<file path="src/rtl/loop_nest_sequencer_if.sv">
// Handshake/bus bundle for loop_nest_sequencer.
// The master drives run control and bounds; the slave (the sequencer) returns
// status, strobes, indices and statistics.
interface loop_nest_sequencer_if #(
  parameter int CW = 8
);
  logic          start;
  logic [CW-1:0] outer_n;
  logic [CW-1:0] inner_n;
  logic          hold;
  logic          abort;
  logic          busy;
  logic          done;
  logic          act1;
  logic          act2;
  logic [CW-1:0] x;
  logic [CW-1:0] y;
  logic [15:0]   act1_cnt;
  logic [15:0]   act2_cnt;

  modport master (
    output start, outer_n, inner_n, hold, abort,
    input  busy, done, act1, act2, x, y, act1_cnt, act2_cnt
  );

  modport slave (
    input  start, outer_n, inner_n, hold, abort,
    output busy, done, act1, act2, x, y, act1_cnt, act2_cnt
  );
endinterface

</file>
<file path="src/rtl/loop_nest_sequencer.sv">
// Two-level loop controller: issues act1 once per outer iteration followed by
// inner_n act2 strobes, then a one-cycle done pulse.
// Optional action statistics are enabled with the macro LOOP_SEQ_STATS_EN;
// without it act1_cnt/act2_cnt are constant zero.
module loop_nest_sequencer #(
  parameter int CW = 8
) (
  input  logic                  clk,
  input  logic                  rst_n,
  loop_nest_sequencer_if.slave  bus
);

  typedef enum logic [1:0] {
    S_IDLE  = 2'd0,
    S_OUTER = 2'd1,
    S_INNER = 2'd2,
    S_DONE  = 2'd3
  } state_t;

  localparam logic [CW-1:0] ONE = {{(CW-1){1'b0}}, 1'b1};

  state_t        state_q, state_d;
  logic [CW-1:0] x_q, x_d;
  logic [CW-1:0] y_q, y_d;
  logic [CW-1:0] on_q, on_d;
  logic [CW-1:0] in_q, in_d;
  logic          accept;
  logic          act1, act2, busy, done;
  logic          x_last, y_last;

  assign x_last = (x_q == (on_q - ONE));
  assign y_last = (y_q == (in_q - ONE));

  // State, index and latched-bound registers
  always_ff @(posedge clk or negedge rst_n) begin
    if (!rst_n) begin
      state_q <= S_IDLE;
      x_q     <= '0;
      y_q     <= '0;
      on_q    <= '0;
      in_q    <= '0;
    end else begin
      state_q <= state_d;
      x_q     <= x_d;
      y_q     <= y_d;
      on_q    <= on_d;
      in_q    <= in_d;
    end
  end

  // Next-state, index advance and output decode
  always_comb begin
    state_d = state_q;
    x_d     = x_q;
    y_d     = y_q;
    on_d    = on_q;
    in_d    = in_q;
    accept  = 1'b0;
    busy    = (state_q != S_IDLE);
    // A pending done is dropped when abort arrives in the DONE cycle.
    done    = (state_q == S_DONE) && !bus.abort;
    act1    = (state_q == S_OUTER) && !bus.hold;
    act2    = (state_q == S_INNER) && !bus.hold;
    unique case (state_q)
      S_IDLE: begin
        if (bus.start && !bus.abort) begin
          accept  = 1'b1;
          on_d    = bus.outer_n;
          in_d    = bus.inner_n;
          x_d     = '0;
          y_d     = '0;
          state_d = (bus.outer_n == '0) ? S_DONE : S_OUTER;
        end
      end
      S_OUTER: begin
        if (bus.abort) begin
          state_d = S_IDLE;
        end else if (!bus.hold) begin
          if (in_q == '0) begin
            if (x_last) state_d = S_DONE;
            else        x_d     = x_q + ONE;
          end else begin
            y_d     = '0;
            state_d = S_INNER;
          end
        end
      end
      S_INNER: begin
        if (bus.abort) begin
          state_d = S_IDLE;
        end else if (!bus.hold) begin
          if (!y_last) begin
            y_d = y_q + ONE;
          end else if (x_last) begin
            state_d = S_DONE;
          end else begin
            x_d     = x_q + ONE;
            y_d     = '0;
            state_d = S_OUTER;
          end
        end
      end
      S_DONE: begin
        state_d = S_IDLE;
      end
      default: state_d = S_IDLE;
    endcase
  end

  assign bus.busy = busy;
  assign bus.done = done;
  assign bus.act1 = act1;
  assign bus.act2 = act2;
  assign bus.x    = x_q;
  assign bus.y    = y_q;

`ifdef LOOP_SEQ_STATS_EN
  logic [15:0] c1_q, c2_q;

  // Saturating strobe counters, cleared when a run is accepted
  always_ff @(posedge clk or negedge rst_n) begin
    if (!rst_n) begin
      c1_q <= '0;
      c2_q <= '0;
    end else if (accept) begin
      c1_q <= '0;
      c2_q <= '0;
    end else begin
      if (act1 && (c1_q != 16'hFFFF)) c1_q <= c1_q + 16'd1;
      if (act2 && (c2_q != 16'hFFFF)) c2_q <= c2_q + 16'd1;
    end
  end

  assign bus.act1_cnt = c1_q;
  assign bus.act2_cnt = c2_q;
`else
  assign bus.act1_cnt = '0;
  assign bus.act2_cnt = '0;
`endif

endmodule

</file>
<file path="src/flat_wrapper.sv">
// flat-port wrapper written by rule: the top's interface ports become plain ports
module loop_nest_sequencer_flat 
#(
  parameter int CW = 8
)
  (clk, rst_n, bus_start, bus_outer_n, bus_inner_n, bus_hold, bus_abort, bus_busy, bus_done, bus_act1, bus_act2, bus_x, bus_y, bus_act1_cnt, bus_act2_cnt);
  loop_nest_sequencer_if #(.CW(CW)) bus_i ();
  input  logic clk;
  input  logic rst_n;
  input wire logic [$bits(bus_i.start)-1:0] bus_start;
  input wire logic [$bits(bus_i.outer_n)-1:0] bus_outer_n;
  input wire logic [$bits(bus_i.inner_n)-1:0] bus_inner_n;
  input wire logic [$bits(bus_i.hold)-1:0] bus_hold;
  input wire logic [$bits(bus_i.abort)-1:0] bus_abort;
  output wire logic [$bits(bus_i.busy)-1:0] bus_busy;
  output wire logic [$bits(bus_i.done)-1:0] bus_done;
  output wire logic [$bits(bus_i.act1)-1:0] bus_act1;
  output wire logic [$bits(bus_i.act2)-1:0] bus_act2;
  output wire logic [$bits(bus_i.x)-1:0] bus_x;
  output wire logic [$bits(bus_i.y)-1:0] bus_y;
  output wire logic [$bits(bus_i.act1_cnt)-1:0] bus_act1_cnt;
  output wire logic [$bits(bus_i.act2_cnt)-1:0] bus_act2_cnt;
  assign bus_i.start = bus_start;
  assign bus_i.outer_n = bus_outer_n;
  assign bus_i.inner_n = bus_inner_n;
  assign bus_i.hold = bus_hold;
  assign bus_i.abort = bus_abort;
  assign bus_busy = bus_i.busy;
  assign bus_done = bus_i.done;
  assign bus_act1 = bus_i.act1;
  assign bus_act2 = bus_i.act2;
  assign bus_x = bus_i.x;
  assign bus_y = bus_i.y;
  assign bus_act1_cnt = bus_i.act1_cnt;
  assign bus_act2_cnt = bus_i.act2_cnt;
  loop_nest_sequencer #(.CW(CW)) u_core (.clk(clk), .rst_n(rst_n), .bus(bus_i));
endmodule
</file>
<file path="config.mk">
export PLATFORM = sky130hd
export DESIGN_NAME = loop_nest_sequencer_flat
export DESIGN_NICKNAME = d
export VERILOG_FILES = /design/src/rtl/loop_nest_sequencer_if.sv /design/src/rtl/loop_nest_sequencer.sv /design/src/flat_wrapper.sv
export SDC_FILE = /design/constraint.sdc
export NUM_CORES = 1
export LEC_CHECK = 0
export ABC_AREA = 1
export CORE_ASPECT_RATIO = 0.9
export CORE_MARGIN = 10
export CORE_UTILIZATION = 50
export DETAILED_ROUTE_END_ITERATION = 10
export PLACE_DENSITY = 0.88
export REMOVE_ABC_BUFFERS = 1
export SYNTH_ARGS = -nofsm -noshare
export SYNTH_HDL_FRONTEND = slang
export SYNTH_SLANG_ARGS = --single-unit
</file>
<file path="constraint.sdc">
create_clock -name clk -period 2.5 [get_ports clk]
set_input_delay 0.625 -clock clk [delete_from_list [all_inputs] [get_ports clk]]
set_output_delay 0.625 -clock clk [all_outputs]
set_load 0.01 [all_outputs]
</file>
# --- Word-level counts from Yosys, hierarchy flattened ---
# Index checks and enable logic that the tools add are counted.
# Widths: inputs -> output; s select.
op_classes:
  addsub: 4
  n_mul: 0
  n_div: 0
  magnitude_cmp: 0
  eq_ne: 18
  n_shift: 0
  muxes: 28
  bitwise_logic: 0
  reduce_logical: 15
ops:
  columns: ["op", "count"]
  rows:
  - ["$mux 8", 15]
  - ["$pmux 8 s3", 2]
  - ["$mux 2", 10]
  - ["$add 8x1->8 const B", 2]
  - ["$eq 8x8->1", 2]
  - ["$logic_not 8->1", 2]
  - ["$reduce_and 8->1", 2]
  - ["$sub 8x1->8 const B", 2]
  - ["$ne 2x2->1 const B", 6]
  - ["$ne 3x3->1 const B", 3]
  - ["$pmux 2 s4", 1]
  - ["$reduce_and 5->1", 1]
  - ["$eq 2x2->1 const B", 2]
  - ["$logic_and 1x1->1", 4]
  - ["$ne 2x1->1 const B", 2]
  - ["$ne 4x3->1 const B", 1]
  - ["$ne 3x2->1 const B", 1]
  - ["$reduce_bool 3->1", 1]
  - ["$eq 2x1->1 const B", 1]
  - ["$logic_not 1->1", 2]
  - ["$logic_not 2->1", 1]
  - ["$reduce_and 2->1", 1]
  - ["$reduce_bool 2->1", 1]
word_totals:
  reg_bits: 34
  latch_bits: 0
  ramBits: 0
  mem_bits_ro: 0
  output_inout_bits: 52
  word_cells: 70
  n_memories: 0

# --- Logic depth before layout (Yosys ltp) ---
depth:
  word_depth: 7
  mapped_depth: 17
  depth_no_buf: 15

# --- Least setup slack after synthesis ---
# OpenSTA, ideal clock, no wires.
synth_timing:
  kind: "flip-flop to flip-flop"
  start: "register u_core.in_q[0]"
  end: "register u_core.x_q[7], in the netlist u_core.bus.x[7]"
  t_arrival_ps: 1820
  required_time_ps: 2376
  slack_ps: 555
  stages_incl_launch_ff: 16
  n_path_buf: 2
  cell_sequence: "dfrtp_1 > inv_2 > ha_1 > or2_2 > nand3_1 > nor2_1 > nand2_1 > nor2_2 > nand3_2 > buf_6 > nand2_8 > nand2_4 > nor2_8 > buf_12 > nand2_2 > nand2_2"
synth_via:
  elab_chain_len: 4
synth_lines:
  columns: ["item", "line", "source"]
  rows:
  - ["start: declaration", "loop_nest_sequencer.sv:26", "logic [CW-1:0] in_q, in_d;"]
  - ["start signal: assignment", "loop_nest_sequencer.sv:47", "in_q <= in_d;"]
  - ["$sub 8x1->8", "loop_nest_sequencer.sv:32", "assign y_last = (y_q == (in_q - ONE));"]
  - ["$eq 8x8->1", "loop_nest_sequencer.sv:32", null]
  - ["$ne 2x1->1 (no line)", null, null]
  - ["$reduce_and 8->1 (no line) (*)", null, null]
  - ["end signal: assignment", "loop_nest_sequencer.sv:38", "x_q <= '0;"]
  - ["end signal: assignment", "loop_nest_sequencer.sv:44", "x_q <= x_d;"]
  - ["end: declaration", "loop_nest_sequencer.sv:23", "logic [CW-1:0] x_q, x_d;"]
# Mark *: on every way between the ends. The rest lies on a longest branch, timed or not.
# A chain may end at the register's enable or synchronous reset.

# --- Final worst setup path ---
layout_timing:
  start: "register u_core.state_q[0]"
  end: "output bus_busy"
layout_via:
  elab_chain_len: 1
layout_lines:
  columns: ["item", "line", "source"]
  rows:
  - ["start: declaration", "loop_nest_sequencer.sv:22", "state_t state_q, state_d;"]
  - ["start signal: assignment", "loop_nest_sequencer.sv:43", "state_q <= state_d;"]
  - ["$reduce_bool 2->1", "loop_nest_sequencer.sv:59", "busy = (state_q != S_IDLE);"]
  - ["end: declaration", "flat_wrapper.sv:15", "output wire logic [$bits(bus_i.busy)-1:0] bus_busy;"]
# Every way passes these cells.

==> flow_summary.json <==
{
  "maxCapViolations": 0,
  "syn-cell-area_um2": 2810,
  "crit_fanout": 5,
  "cts_inserted_buffers": 5,
  "drive_above_1_share": 0.112,
  "synth_seq_area_share": 0.303,
  "final_cells": 514,
  "grt_pass1_vias": 2652,
  "cpMostUsedCell": "inv_1",
  "gr-usage-met2": 0.269,
  "grtUsageTotal": 0.162,
  "finClkSkew_ps": 7.74,
  "cts_tree": "built",
  "fin_area_um2": 3260,
  "clock-sinks": 34,
  "ys_seq_elements": 34,
  "grt_max_degree": 35,
  "netlist_instances": 401,
  "port_buffers": 40,
  "ctsHoldBuffers": 0,
  "cp.arrival_ps": 1780,
  "fin_crit_sh": 0.963,
  "h-tree-depth": 2,
  "post-dp-hpwl_mm": 5.78,
  "met3_usage": 0.0477,
  "startpoint_type": "register",
  "n_fill_cell": 454,
  "worstPathRequired_ps": 1880,
  "min_path_type": "register to register",
  "outcome": "completed",
  "initial_core_util": 0.526,
  "crit_type": "register to primary output",
  "slowest_delay_ps": 560,
  "r2r_cells": 14,
  "yosysWarnings": 0,
  "hold_viol": 0,
  "io-pin-count": 73,
  "core-area_um2": 5350,
  "cts_root_buffer": "clkbuf_8",
  "dieArea_um2": 9030,
  "grt-busiest-layer": "met2",
  "insertedDiodeCount": 0,
  "power_mw": 3.17,
  "gp_congestion": 0.890,
  "drt_first_pass_iters": 5,
  "dpl_cell_area_um2": 3150,
  "die_h_um": 91.1,
  "setup_viol": 0,
  "drt_iter0_markers": 164,
  "rsz0062_at_grt": "false",
  "placedCellCount": 506,
  "peakVddDrop_mv": 0.608,
  "clkLatencyLatePin_ps": 290,
  "nets": 476,
  "post_drt_wl_per_cell_um": 14.6,
  "crit_slowest_cell": "clkdlybuf4s50_1",
  "rows": 25,
  "routed_wl_mm": 7.50,
  "clockBufferDepth": 2,
  "hold_depth": 2,
  "grt_pass1_wl_mm": 12.5,
  "met1_usage": 0.188,
  "drv_slew": 0,
  "area_growth_pct": 15.8,
  "drc": 0,
  "syn_area_per_cell_um2": 7.01,
  "die_w_um": 99.0,
  "antenna_found_initial": 0,
  "cellLeakagePower_nw": 1.57,
  "num_vias": 2697,
  "vias_per_cell": 5.25,
  "max_freq_mhz": 416,
  "power_density_nw_per_um2": 973,
  "postRouteAntennaNets": 0,
  "end_kind": "primary output",
  "min_period_ps": 2410,
  "yosysUniqueCellTypes": 36,
  "path_cells": "inv_1 > ha_1 > inv_1 > clkdlybuf4s50_1",
  "cts.reportedPaths.clkPinSlew_ps": 70,
  "finalSetupTns_ps": 0,
  "globalRouteOverflowTotal": 0
}
==> layout by cell type, fill, tap and decap left out, types with 2 or more instances in the layout <==
cell,instances
inv_1,46
nand2_2,7
o21ai_2,6
nor2_2,4
xor2_1,7
o21ai_0,10
mux2_2,3
nand3_1,26
buf_4,6
dfrtp_1,34
a21oi_1,15
ha_1,8
conb_1,32
nand4_1,9
nor2_1,52
nand3b_1,2
clkbuf_8,6
nand3_4,2
o21ai_1,9
clkdlybuf4s50_1,39
nor3_1,3
inv_2,6
xnor2_1,5
or2_2,3
nand2_1,91
nor4_1,2
clkinv_1,2
==> flip-flops by register name, indices dropped and copies added, names as in the netlist <==
| register | cells |
|---|---|
| u_core.state_q | 2 |
| u_core.bus.x | 8 |
| u_core.in_q | 8 |
| u_core.bus.y | 8 |
| u_core.on_q | 8 |
==> metrics by stage <==
step | util | hold slack (ps) | worst slack (ps)
after floorplan | - | 329 | 524
final | 0.609 | 563 | 93.6
after global placement | 0.589 | 511 | 134
after CTS | 0.607 | 561 | 41.9
after detailed placement | 0.589 | 550 | 104
after global routing | 0.609 | 595 | 21.5
==> cell families (layout without fill, tap and decap cells) <==
family                   count (synthesis)  in the layout  share of synthesized area
AND/OR/NAND/NOR                        208            208                      0.344
buffers and inverters                   93            108                      0.181
AO/OA/AOI/OAI                           41             41                     0.0819
flip-flops                              34             34                      0.303
XOR/XNOR                                12             12                     0.0374
adder cells (fa/ha/maj)                  9              9                     0.0401
multiplexers                             3              3                     0.0120
other                                    1             32                    0.00133
==> metal layers <==
layer  share of wire  up-vias  wire length [µm]
li1                -     1291                 -
met1            0.41     1259              3060
met2            0.49      122              3670
met3           0.080       25               599
met4           0.023        0               171
met5               0        -                 0
==> cell usage after synthesis, drive strengths merged <==
cell | number | area (µm²)
or2 | 3 | 18.8
dfrtp | 34 | 851
mux2 | 3 | 33.8
nand2 | 100 | 417
xnor2 | 5 | 43.8
nor4 | 2 | 12.5
nand3b | 2 | 15.0
nand3 | 29 | 168
nand4 | 9 | 56.3
o21ai | 25 | 148
clkinv | 2 | 7.51
a21oi | 15 | 75.1
nor2 | 58 | 251
o211ai | 1 | 7.51
clkbuf | 3 | 11.3
ha | 9 | 113
or3 | 1 | 6.26
xor2 | 7 | 61.3
nor3 | 3 | 15.0
nor3b | 1 | 7.51
inv | 52 | 195
conb | 1 | 3.75
buf | 36 | 294
==> critical path: cells and delay by family (launching register included) <==
kind	cells	cell delay, ps
flip-flops	1	430
adder cells (fa/ha/maj)	1	270
buffers and inverters	3	800
==> cell type report <==
type | instances | area [µm²] | area share
Multi-Input combinational cell | 305 | 1580 | 0.485
Sequential cell | 34 | 851 | 0.261
Timing Repair Buffer | 46 | 448 | 0.138
Inverter | 54 | 203 | 0.0623
Clock buffer | 7 | 86.3 | 0.0265
Tap cell | 67 | 83.8 | 0.0257
Clock inverter | 1 | 5.00 | 0.00154
==> path summary, 6_finish.rpt <==
check	start	end	slack [ps]
setup / recovery	u_core.state_q[0]	bus_busy	90
hold / removal	u_core.on_q[1]	u_core.on_q[1]	560
setup reg to reg	u_core.on_q[0]	u_core.bus.y[0]	210
hold reg to reg	u_core.on_q[1]	u_core.on_q[1]	560
max in group asynchronous	rst_n	u_core.in_q[0]	1430
min in group asynchronous	rst_n	u_core.bus.x[5]	750
==> timing repair <==
action                                  4_1_cts  5_1_grt
endpoints found under the setup margin        1        4
gates resized for setup                       1        2
endpoints found under the hold margin         0        0
buffers inserted                              0        0
pin swaps                                     0        0
==> report_power, final <==
part | internal, mW | total, mW | leakage (nW) | switching, mW
clock network | 0.222 | 0.428 | 0.0482 | 0.206
logic | 0.658 | 1.75 | 1.09 | 1.09
registers | 0.740 | 0.984 | 0.428 | 0.245
total | 1.62 | 3.17 | 1.57 | 1.55
Power figures use the tool's default switching activity.
